### config.mk
export PLATFORM = sky130hd
export DESIGN_NAME = instr_fetch_unit
export DESIGN_NICKNAME = d
export VERILOG_FILES = /design/src/rtl/cpu_pkg.sv /design/src/rtl/fetch_pc_next.sv /design/src/rtl/instr_fetch_unit.sv
export SDC_FILE = /design/constraint.sdc
export NUM_CORES = 1
export LEC_CHECK = 0
export ABC_AREA = 1
export ABC_CLOCK_PERIOD_IN_PS = 2400
export BUFFER_PORTS_ARGS = -buffer_cell sky130_fd_sc_hd__buf_2
export CAP_MARGIN = 20
export CORE_ASPECT_RATIO = 1.25
export CORE_UTILIZATION = 25
export CTS_BUF_LIST = sky130_fd_sc_hd__clkbuf_2 sky130_fd_sc_hd__clkbuf_4 sky130_fd_sc_hd__clkbuf_8
export CTS_CLUSTER_DIAMETER = 30
export DETAILED_ROUTE_END_ITERATION = 8
export PLACE_DENSITY = 0.54
export SKIP_CTS_REPAIR_TIMING = 1
export SLEW_MARGIN = 20
export SYNTH_ARGS = -nofsm -noshare
export SYNTH_HDL_FRONTEND = slang
export SYNTH_SLANG_ARGS = --single-unit
### constraint.sdc
create_clock -name clk -period 2.4 [get_ports clk]
set_input_delay 0.48 -clock clk [delete_from_list [all_inputs] [get_ports clk]]
set_output_delay 0.48 -clock clk [all_outputs]
set_load 0.01 [all_outputs]
### src/rtl/cpu_pkg.sv
// Shared CPU front-end definitions.
//   XLEN          default PC / immediate width
//   ILEN          instruction width
//   NOP_INSTR     canonical nop (addi x0,x0,0), shown in the instruction slot after reset
//   fetch_state_t fetch FSM states
package cpu_pkg;
  localparam int XLEN = 64;
  localparam int ILEN = 32;
  localparam logic [ILEN-1:0] NOP_INSTR = 32'h00000013;

  typedef enum logic [2:0] {
    RESET = 3'd0,
    REQ   = 3'd1,
    HOLD  = 3'd2,
    DRAIN = 3'd3,
    FAULT = 3'd4
  } fetch_state_t;
endpackage

### src/rtl/fetch_pc_next.sv
// Next-PC selection for the fetch unit (purely combinational).
//   instr_pc   in   PC of the instruction being consumed
//   br_taken   in   consumed instruction redirects to instr_pc + br_imm
//   br_imm     in   sign-extended immediate
//   flush      in   external redirect, highest priority
//   flush_pc   in   external redirect target
//   next_pc    out  selected next fetch PC (modulo 2^XLEN)
//   misaligned out  next_pc is not word aligned
module fetch_pc_next
  import cpu_pkg::*;
#(
  parameter int W = XLEN
) (
  input  logic [W-1:0] instr_pc,
  input  logic         br_taken,
  input  logic [W-1:0] br_imm,
  input  logic         flush,
  input  logic [W-1:0] flush_pc,
  output logic [W-1:0] next_pc,
  output logic         misaligned
);

  localparam logic [W-1:0] STEP = W'(4);

  always_comb begin
    if (flush)
      next_pc = flush_pc;
    else if (br_taken)
      next_pc = instr_pc + br_imm;
    else
      next_pc = instr_pc + STEP;
    misaligned = (next_pc[1:0] != 2'b00);
  end

endmodule

### src/rtl/instr_fetch_unit.sv
// Instruction fetch stage: owns the PC, fetches over a req/ack handshake,
// holds one instruction for decode and redirects on branch or flush.
//   clk, rst_n        clock, asynchronous active-low reset
//   imem_req/addr     fetch request and address (held until imem_ack)
//   imem_ack/rdata    memory response
//   instr/instr_pc    held instruction and its PC, qualified by instr_valid
//   instr_ready       decode consumes the held instruction
//   br_taken/br_imm   branch outcome of the consumed instruction
//   flush/flush_pc    external redirect
//   fetch_fault       sticky misaligned-target indication
module instr_fetch_unit
  import cpu_pkg::*;
#(
  parameter int              XLEN     = cpu_pkg::XLEN,
  parameter logic [XLEN-1:0] RESET_PC = '0
) (
  input  logic            clk,
  input  logic            rst_n,
  output logic            imem_req,
  output logic [XLEN-1:0] imem_addr,
  input  logic            imem_ack,
  input  logic [31:0]     imem_rdata,
  output logic [31:0]     instr,
  output logic [XLEN-1:0] instr_pc,
  output logic            instr_valid,
  input  logic            instr_ready,
  input  logic            br_taken,
  input  logic [XLEN-1:0] br_imm,
  input  logic            flush,
  input  logic [XLEN-1:0] flush_pc,
  output logic            fetch_fault
);

  fetch_state_t    state_reg, state_next;
  logic [XLEN-1:0] pc_reg, pc_next;
  logic [31:0]     instr_reg, instr_next;
  logic [XLEN-1:0] instr_pc_reg, instr_pc_next;
  logic            valid_reg, valid_next;
  logic            fault_reg, fault_next;
  // Redirect target remembered while an aborted request drains.
  logic [XLEN-1:0] drain_pc_reg, drain_pc_next;
  logic            drain_mis_reg, drain_mis_next;

  logic [XLEN-1:0] sel_pc;
  logic            sel_mis;
  logic            redirect;
  logic [XLEN-1:0] redirect_pc;
  logic            redirect_mis;

  fetch_pc_next #(.W(XLEN)) u_pc_next (
    .instr_pc   (instr_pc_reg),
    .br_taken   (br_taken),
    .br_imm     (br_imm),
    .flush      (flush),
    .flush_pc   (flush_pc),
    .next_pc    (sel_pc),
    .misaligned (sel_mis)
  );

  always_comb begin
    state_next     = state_reg;
    pc_next        = pc_reg;
    instr_next     = instr_reg;
    instr_pc_next  = instr_pc_reg;
    valid_next     = valid_reg;
    fault_next     = fault_reg;
    drain_pc_next  = drain_pc_reg;
    drain_mis_next = drain_mis_reg;
    redirect       = 1'b0;
    redirect_pc    = sel_pc;
    redirect_mis   = sel_mis;

    case (state_reg)
      RESET: begin
        if (flush) redirect = 1'b1;
        else       state_next = REQ;
      end
      REQ: begin
        if (flush) begin
          if (imem_ack) begin
            redirect = 1'b1;               // returned word is discarded
          end else begin
            // The handshake must complete, so park the target until ack.
            state_next     = DRAIN;
            drain_pc_next  = flush_pc;
            drain_mis_next = sel_mis;
          end
        end else if (imem_ack) begin
          instr_next    = imem_rdata;
          instr_pc_next = pc_reg;
          valid_next    = 1'b1;
          state_next    = HOLD;
        end
      end
      HOLD: begin
        // Flush wins over consume; sel_pc already reflects that priority.
        if (flush || instr_ready) begin
          valid_next = 1'b0;
          redirect   = 1'b1;
        end
      end
      DRAIN: begin
        if (flush && !imem_ack) begin
          drain_pc_next  = flush_pc;
          drain_mis_next = sel_mis;
        end else if (flush) begin
          redirect = 1'b1;
        end else if (imem_ack) begin
          redirect     = 1'b1;
          redirect_pc  = drain_pc_reg;
          redirect_mis = drain_mis_reg;
        end
      end
      FAULT: begin
        if (flush && !sel_mis) redirect = 1'b1;
      end
      default: state_next = RESET;
    endcase

    if (redirect) begin
      pc_next = redirect_pc;
      if (redirect_mis) begin
        state_next = FAULT;
        fault_next = 1'b1;
      end else begin
        state_next = REQ;
      end
    end
  end

  always_ff @(posedge clk or negedge rst_n) begin
    if (!rst_n) begin
      state_reg     <= RESET;
      pc_reg        <= RESET_PC;
      instr_reg     <= NOP_INSTR;
      instr_pc_reg  <= '0;
      valid_reg     <= 1'b0;
      fault_reg     <= 1'b0;
      drain_pc_reg  <= '0;
      drain_mis_reg <= 1'b0;
    end else begin
      state_reg     <= state_next;
      pc_reg        <= pc_next;
      instr_reg     <= instr_next;
      instr_pc_reg  <= instr_pc_next;
      valid_reg     <= valid_next;
      fault_reg     <= fault_next;
      drain_pc_reg  <= drain_pc_next;
      drain_mis_reg <= drain_mis_next;
    end
  end

  // pc is not updated until a drain completes, so imem_addr keeps the old address.
  assign imem_req    = (state_reg == REQ) || (state_reg == DRAIN);
  assign imem_addr   = pc_reg;
  assign instr       = instr_reg;
  assign instr_pc    = instr_pc_reg;
  assign instr_valid = valid_reg;
  assign fetch_fault = fault_reg;

endmodule

== Yosys cells after proc, flatten, opt, wreduce, memory -nomap -nowiden ==
Index checks and enable logic that the tools add are counted.
Operators by class
  add/subtract/negate cells: 2
  equal/unequal tests: 14
  multiplexer cells: 36
  bitwise operators: 1
  reduce and logical (&&, ||, !) cells: 17
Operators with widths (number)
  $mux 64: 9
  $pmux 64 s2: 1
  $add 64x3->64 const B: 1
  $add 64x64->64: 1
  $mux 3: 6
  $mux 1: 16
  $ne 2x2->1 const B: 6
  $reduce_and 4->1: 3
  $pmux 3 s3: 1
  $ne 4x4->1 const B: 2
  $eq 3x2->1 const B: 2
  $reduce_and 3->1: 2
  $reduce_bool 2->1: 3
  $pmux 1 s5: 1
  $pmux 1 s2: 2
  $eq 3x1->1 const B: 1
  $eq 3x3->1 const B: 1
  $logic_not 3->1: 1
  $ne 3x3->1 const B: 1
  $reduce_or 3->1: 1
  $logic_and 1x1->1: 2
  $logic_not 1->1: 2
  $logic_or 1x1->1: 2
  $ne 2x1->1 const B: 1
  2 further kinds: 2
Storage, ports and cells
  bits in registers: 230
  output and inout port bits: 163
  word-level logic and storage cells: 78

== Longest topological paths before layout ==
  word-level depth: 10
  mapped depth: 19
  mapped depth without buffers: 19

== Cells and area by module ==
From an unflattened synthesis, not the netlist that was laid out.
Unflattened totals
  cells, all modules: 2872
  area total of the unflattened synthesis: 18421.4 µm²
Modules (own cells, without submodules)
  instr_fetch_unit: instances 1, cells each 1005, area each 9644.2 µm², sequential area each 5759.3 µm²
  fetch_pc_next: instances 1, cells each 1867, area each 8777.2 µm², sequential area each 0.0 µm²

== Least setup slack after synthesis ==
Ideal clock, no wire load.
  path type: input port to flip-flop
  start point: input port br_imm[0]
  end point: register pc_reg[14] (netlist: imem_addr[14])
  setup time: 0.130 ns
  arrival time: 2.220 ns
  required time: 2.270 ns
  path slack: 0.050 ns
  stages on the path: 14
  buffers on the path: 1
  cells stage by stage: ha_1 fa_1 nand2_1 nand2_1 o22ai_1 nand3_1 o21ai_1 nor3_1 nand2_2 inv_2 buf_2 a21oi_1 o21ai_0 o21ai_0
Between the ends
  longest elaborated chain between the ends: 8
  elaborated cells between the ends (all ways): 12
RTL lines
  from (decl): RTL line instr_fetch_unit.sv:28  | input logic [XLEN-1:0] br_imm,
  $add 64x64->64 (*): RTL line fetch_pc_next.sv:29  | next_pc = instr_pc + br_imm;
  $mux 64 (*): RTL line fetch_pc_next.sv:28  | else if (br_taken)
  $mux 64 (*): RTL line fetch_pc_next.sv:26  | if (flush)
  $reduce_bool 2->1: RTL line fetch_pc_next.sv:32  | misaligned = (next_pc[1:0] != 2'b00);
  $logic_not 1->1: RTL line instr_fetch_unit.sv:115  | if (flush && !sel_mis) redirect = 1'b1;
  $logic_and 1x1->1: RTL line instr_fetch_unit.sv:115
  $mux 1: RTL line instr_fetch_unit.sv:115
  $pmux 1 s5: RTL line instr_fetch_unit.sv:73  | case (state_reg)
  to (signal assigned): RTL line instr_fetch_unit.sv:143  | pc_reg <= pc_next;
  to (decl): RTL line instr_fetch_unit.sv:35  | logic [XLEN-1:0] pc_reg, pc_next;
Every way passes the cells marked *; elsewhere a longest branch is shown, timed or not.
A chain may end at the register's enable or synchronous reset.

== Worst setup path in the final report ==
  start point: register instr_pc_reg[0] (netlist: instr_pc[0])
  end point: register pc_reg[34] (netlist: imem_addr[34])
Between the ends
  longest elaborated chain between the ends: 8
  elaborated cells between the ends (all ways): 13
RTL lines
  from (decl): RTL line instr_fetch_unit.sv:37  | logic [XLEN-1:0] instr_pc_reg, instr_pc_next;
  from (signal assigned): RTL line instr_fetch_unit.sv:145  | instr_pc_reg <= instr_pc_next;
  $add 64x3->64 / $add 64x64->64 (equally long branches): RTL line fetch_pc_next.sv:31, fetch_pc_next.sv:29
  $mux 64 (*): RTL line fetch_pc_next.sv:28
  $mux 64 (*): RTL line fetch_pc_next.sv:26
  $reduce_bool 2->1: RTL line fetch_pc_next.sv:32
  $logic_not 1->1: RTL line instr_fetch_unit.sv:115
  $logic_and 1x1->1: RTL line instr_fetch_unit.sv:115
  $mux 1: RTL line instr_fetch_unit.sv:115
  $pmux 1 s5: RTL line instr_fetch_unit.sv:73
Marked as above.

==> impl_metrics.py <==
metrics = {
    "outcome": {
        "status": "complete, but fails checks",
        "violations": "setup timing",
    },
    "logic_synthesis": {
        "synth-edff-count": 0,
        "syn_nets": 3245,
        "ys_seq_area_frac": 0.315,
        "yosysWarnings": 0,
        "avgSynthCellArea_um2": 6.06,
        "synth_area_mm2": 0.0183,
        "async_reset_ff_frac": 1.00,
        "synth-seq-cells": 230,
        "syn_inst": 3014,
        "synth_ff_type": "dfrtp_1",
        "synth_cell_types": 40,
    },
    "worst_setup_path": {
        "crit_family": "adder cells",
        "criticalPathCategory": "flip-flop to flip-flop",
        "end_kind": "flip-flop",
        "rrSetupSlack_ns": -0.24,
        "critPathArrivalTime_ns": 3.13,
        "slowest_stage": "fa_2",
        "cp_slowest_stage_delay_ns": 0.61,
        "worstPathCellList": "ha_4, fa_2, nand2_2, nand2_2, o22ai_4, nand3_2, o21ai_2, nor3_2, nand2_4, buf_12, clkbuf_16, o21ai_2, inv_1, nand2_1, nand2_1",
        "start_kind": "flip-flop",
        "cp_max_fo": 6,
        "critPathRequiredTime_ns": 2.89,
        "crit_buf_inv": 3,
    },
    "global_route": {
        "grt_pass1_vias": 20900,
        "globalRoute.totalOverflow": 0,
        "grt_antenna_before_repair": 9,
        "grtUsageTotal": 0.230,
        "grt_start_max_net_pins": 53,
        "grt_first_pass_wirelength_um": 128000,
    },
    "floorplan": {
        "ios": 329,
        "die_y_um": 304,
        "die_w_um": 244,
        "rows": 110,
        "start_util": 0.253,
        "core_mm2": 0.0721,
        "die_area_mm2": 0.0741,
    },
    "clock_tree": {
        "htreeDepth": 2,
        "cts_buffers": 43,
        "cts.path.max_buffers": 3,
        "cts_tree": "yes",
        "clock_sinks": 230,
        "clock_latency_ns": 0.61,
        "clock-root-buffer": "clkbuf_8",
        "clkTransAtPathRegs_ns": 0.07,
    },
    "power": {
        "vdd_ir_drop_max_v": 0.000587,
        "intPower_mw": 16.6,
        "power_frac_clock": 0.134,
        "seq_power_share": 0.229,
        "power_frac_comb": 0.637,
        "net-switching-power_mw": 15.6,
        "p_sw_frac": 0.485,
        "power_density_mw_per_mm2": 1260,
        "power.static_leakage_nw": 14.5,
    },
    "timing": {
        "rsz0062_at_grt": "true",
        "finalCriticalPeriod_ns": 2.64,
        "drv_slew": 0,
        "worst_hold_slack_ns": 0.0776,
        "setup_viol": 68,
        "worstMarginPinSlew_ns": 0.527,
        "slew_headroom": 0.649,
        "fmax_ghz": 0.379,
        "fin_ws_ns": -0.241,
        "finalCritPeriodShare": 1.10,
        "finalHoldViolCount": 0,
        "finalClockSkew_ns": 0.0272,
        "tns_ns": -11.43,
    },
    "route": {
        "drt_pass1_iterations": 7,
        "route.detailed.drc": 0,
        "drt-total-wl_um": 88000,
        "vias": 21400,
        "dr.first_iter.drc_count": 1417,
        "ant_nets": 0,
        "wl_per_cell_um": 18.8,
        "vias_per_cell": 4.56,
    },
    "final_layout": {
        "drive_gt1_frac": 0.265,
        "finalNetCount": 3929,
        "area_growth_pct": 40.1,
        "nFillCells": 8044,
    },
    "min_path": {
        "hold_path.class": "input port to flip-flop",
    },
    "placement": {
        "port-buffer-count": 328,
        "gp_congestion": 0.984,
        "pre_cts_slack_ns": -0.613,
        "place_hpwl_um": 72300,
    },
    "run": {
        "cap_viol_max_count": 0,
    },
}
-- power groups by stage --
| stage | sequential [mW] | combinational, mW | clock, mW |
|---|---|---|---|
| 6_report | 7.36 | 20.5 | 4.33 |
| 3_3_place_gp | 7.26 | 19.0 | 0 |
| 2_1_floorplan | 7.65 | 9.07 | 0 |
| 3_5_place_dp | 7.29 | 19.1 | 0 |
| 4_1_cts | 7.24 | 19.2 | 4.43 |
| 5_1_grt | 7.56 | 22.6 | 4.59 |
-- cells in the final DEF (no fill, tap or decap), types with 19 or more instances in the layout --
master and n:
buf_2 327, inv_1 465, buf_4 364, nor3_1 42, clkbuf_8 51, dfrtp_1 224
buf_12 19, a21oi_1 172, o21ai_1 33, nand2_1 1200, o21ai_0 81, nand3_1 117
xor2_1 42, ha_1 50, nand2_2 36, mux2_2 42, nor2_1 249, nand4_1 33
-- worst reg2reg max path, stage by stage (launching register included) --
cell and delay (ns):
dfrtp_1 0.41, ha_4 0.20, fa_2 0.61, nand2_2 0.06
nand2_2 0.07, o22ai_4 0.09, nand3_2 0.12, o21ai_2 0.07
nor3_2 0.21, nand2_4 0.15, buf_12 0.17, clkbuf_16 0.17
o21ai_2 0.06, inv_1 0.05, nand2_1 0.05, nand2_1 0.04
-- through the flow --
step | instances | util | area [µm²] | power [mW]
after global placement | 4593 | 0.331 | 23900 | 26.3
after floorplan | 3014 | - | 18300 | 16.7
after global routing | 4684 | 0.355 | 25600 | 34.8
final | 4685 | 0.355 | 25600 | 32.2
after CTS | 4671 | 0.344 | 24800 | 30.8
after detailed placement | 4593 | 0.331 | 23900 | 26.4
-- logic make-up after synthesis --
| family | count (synthesis) | synth area share |
|---|---|---|
| compound gates | 341 | 0.0971 |
| buf+inv | 555 | 0.115 |
| xor+xnor | 46 | 0.0221 |
| simple gates | 1735 | 0.379 |
| mux | 42 | 0.0259 |
| fa+ha+maj | 65 | 0.0450 |
| flops | 230 | 0.315 |
-- layer usage --
metal,GRT usage,part of all wire,up-vias
met1,0.285,0.42,9824
met3,0.0346,0.055,169
met2,0.390,0.47,637
li1,-,-,10700
met5,0,0.0010,-
met4,0.106,0.049,14
-- cell type report --
type / count / area (µm²) / area share
Tap cell: 952 / 1190 / 0.0466
Multi-Input combinational cell: 2229 / 10900 / 0.427
Antenna cell: 2 / 5.00 / 0.000196
Sequential cell: 230 / 5760 / 0.225
Inverter: 472 / 1780 / 0.0695
Clock buffer: 63 / 792 / 0.0310
Clock inverter: 15 / 175 / 0.00685
Timing Repair Buffer: 722 / 4940 / 0.193
-- worst paths after layout --
path                                               from                      endpoint  cells after the start
max reg2reg                     instr_pc[0]$_DFFE_PN0P_     imem_addr[34]$_DFFE_PN0P_                     15
min reg2reg                drain_pc_reg[26]$_DFFE_PN0P_  drain_pc_reg[26]$_DFFE_PN0P_                      2
min                                         flush_pc[3]   drain_pc_reg[3]$_DFFE_PN0P_                      3
max in group asynchronous                         rst_n      instr_pc[53]$_DFFE_PN0P_                      3
max                             instr_pc[0]$_DFFE_PN0P_     imem_addr[34]$_DFFE_PN0P_                     15
min in group asynchronous                         rst_n         instr[13]$_DFFE_PN0P_                      2
-- cell usage after synthesis (all sizes together) (3+ instances only) --
cell | instances | area share
dfstp | 3 | 0.0043
xor2 | 42 | 0.020
dfrtp | 227 | 0.31
nand4 | 33 | 0.011
o211ai | 15 | 0.0062
o22ai | 3 | 0.0010
xnor2 | 4 | 0.0019
buf | 25 | 0.0063
inv | 471 | 0.097
a21oi | 181 | 0.050
mux2 | 42 | 0.026
nor2 | 270 | 0.058
ha | 64 | 0.044
nand2 | 1241 | 0.26
nor3 | 47 | 0.013
nand3 | 133 | 0.037
or2 | 7 | 0.0024
clkbuf | 58 | 0.012
o21ai | 132 | 0.036
No activity file was read; power rests on OpenSTA's default activity.
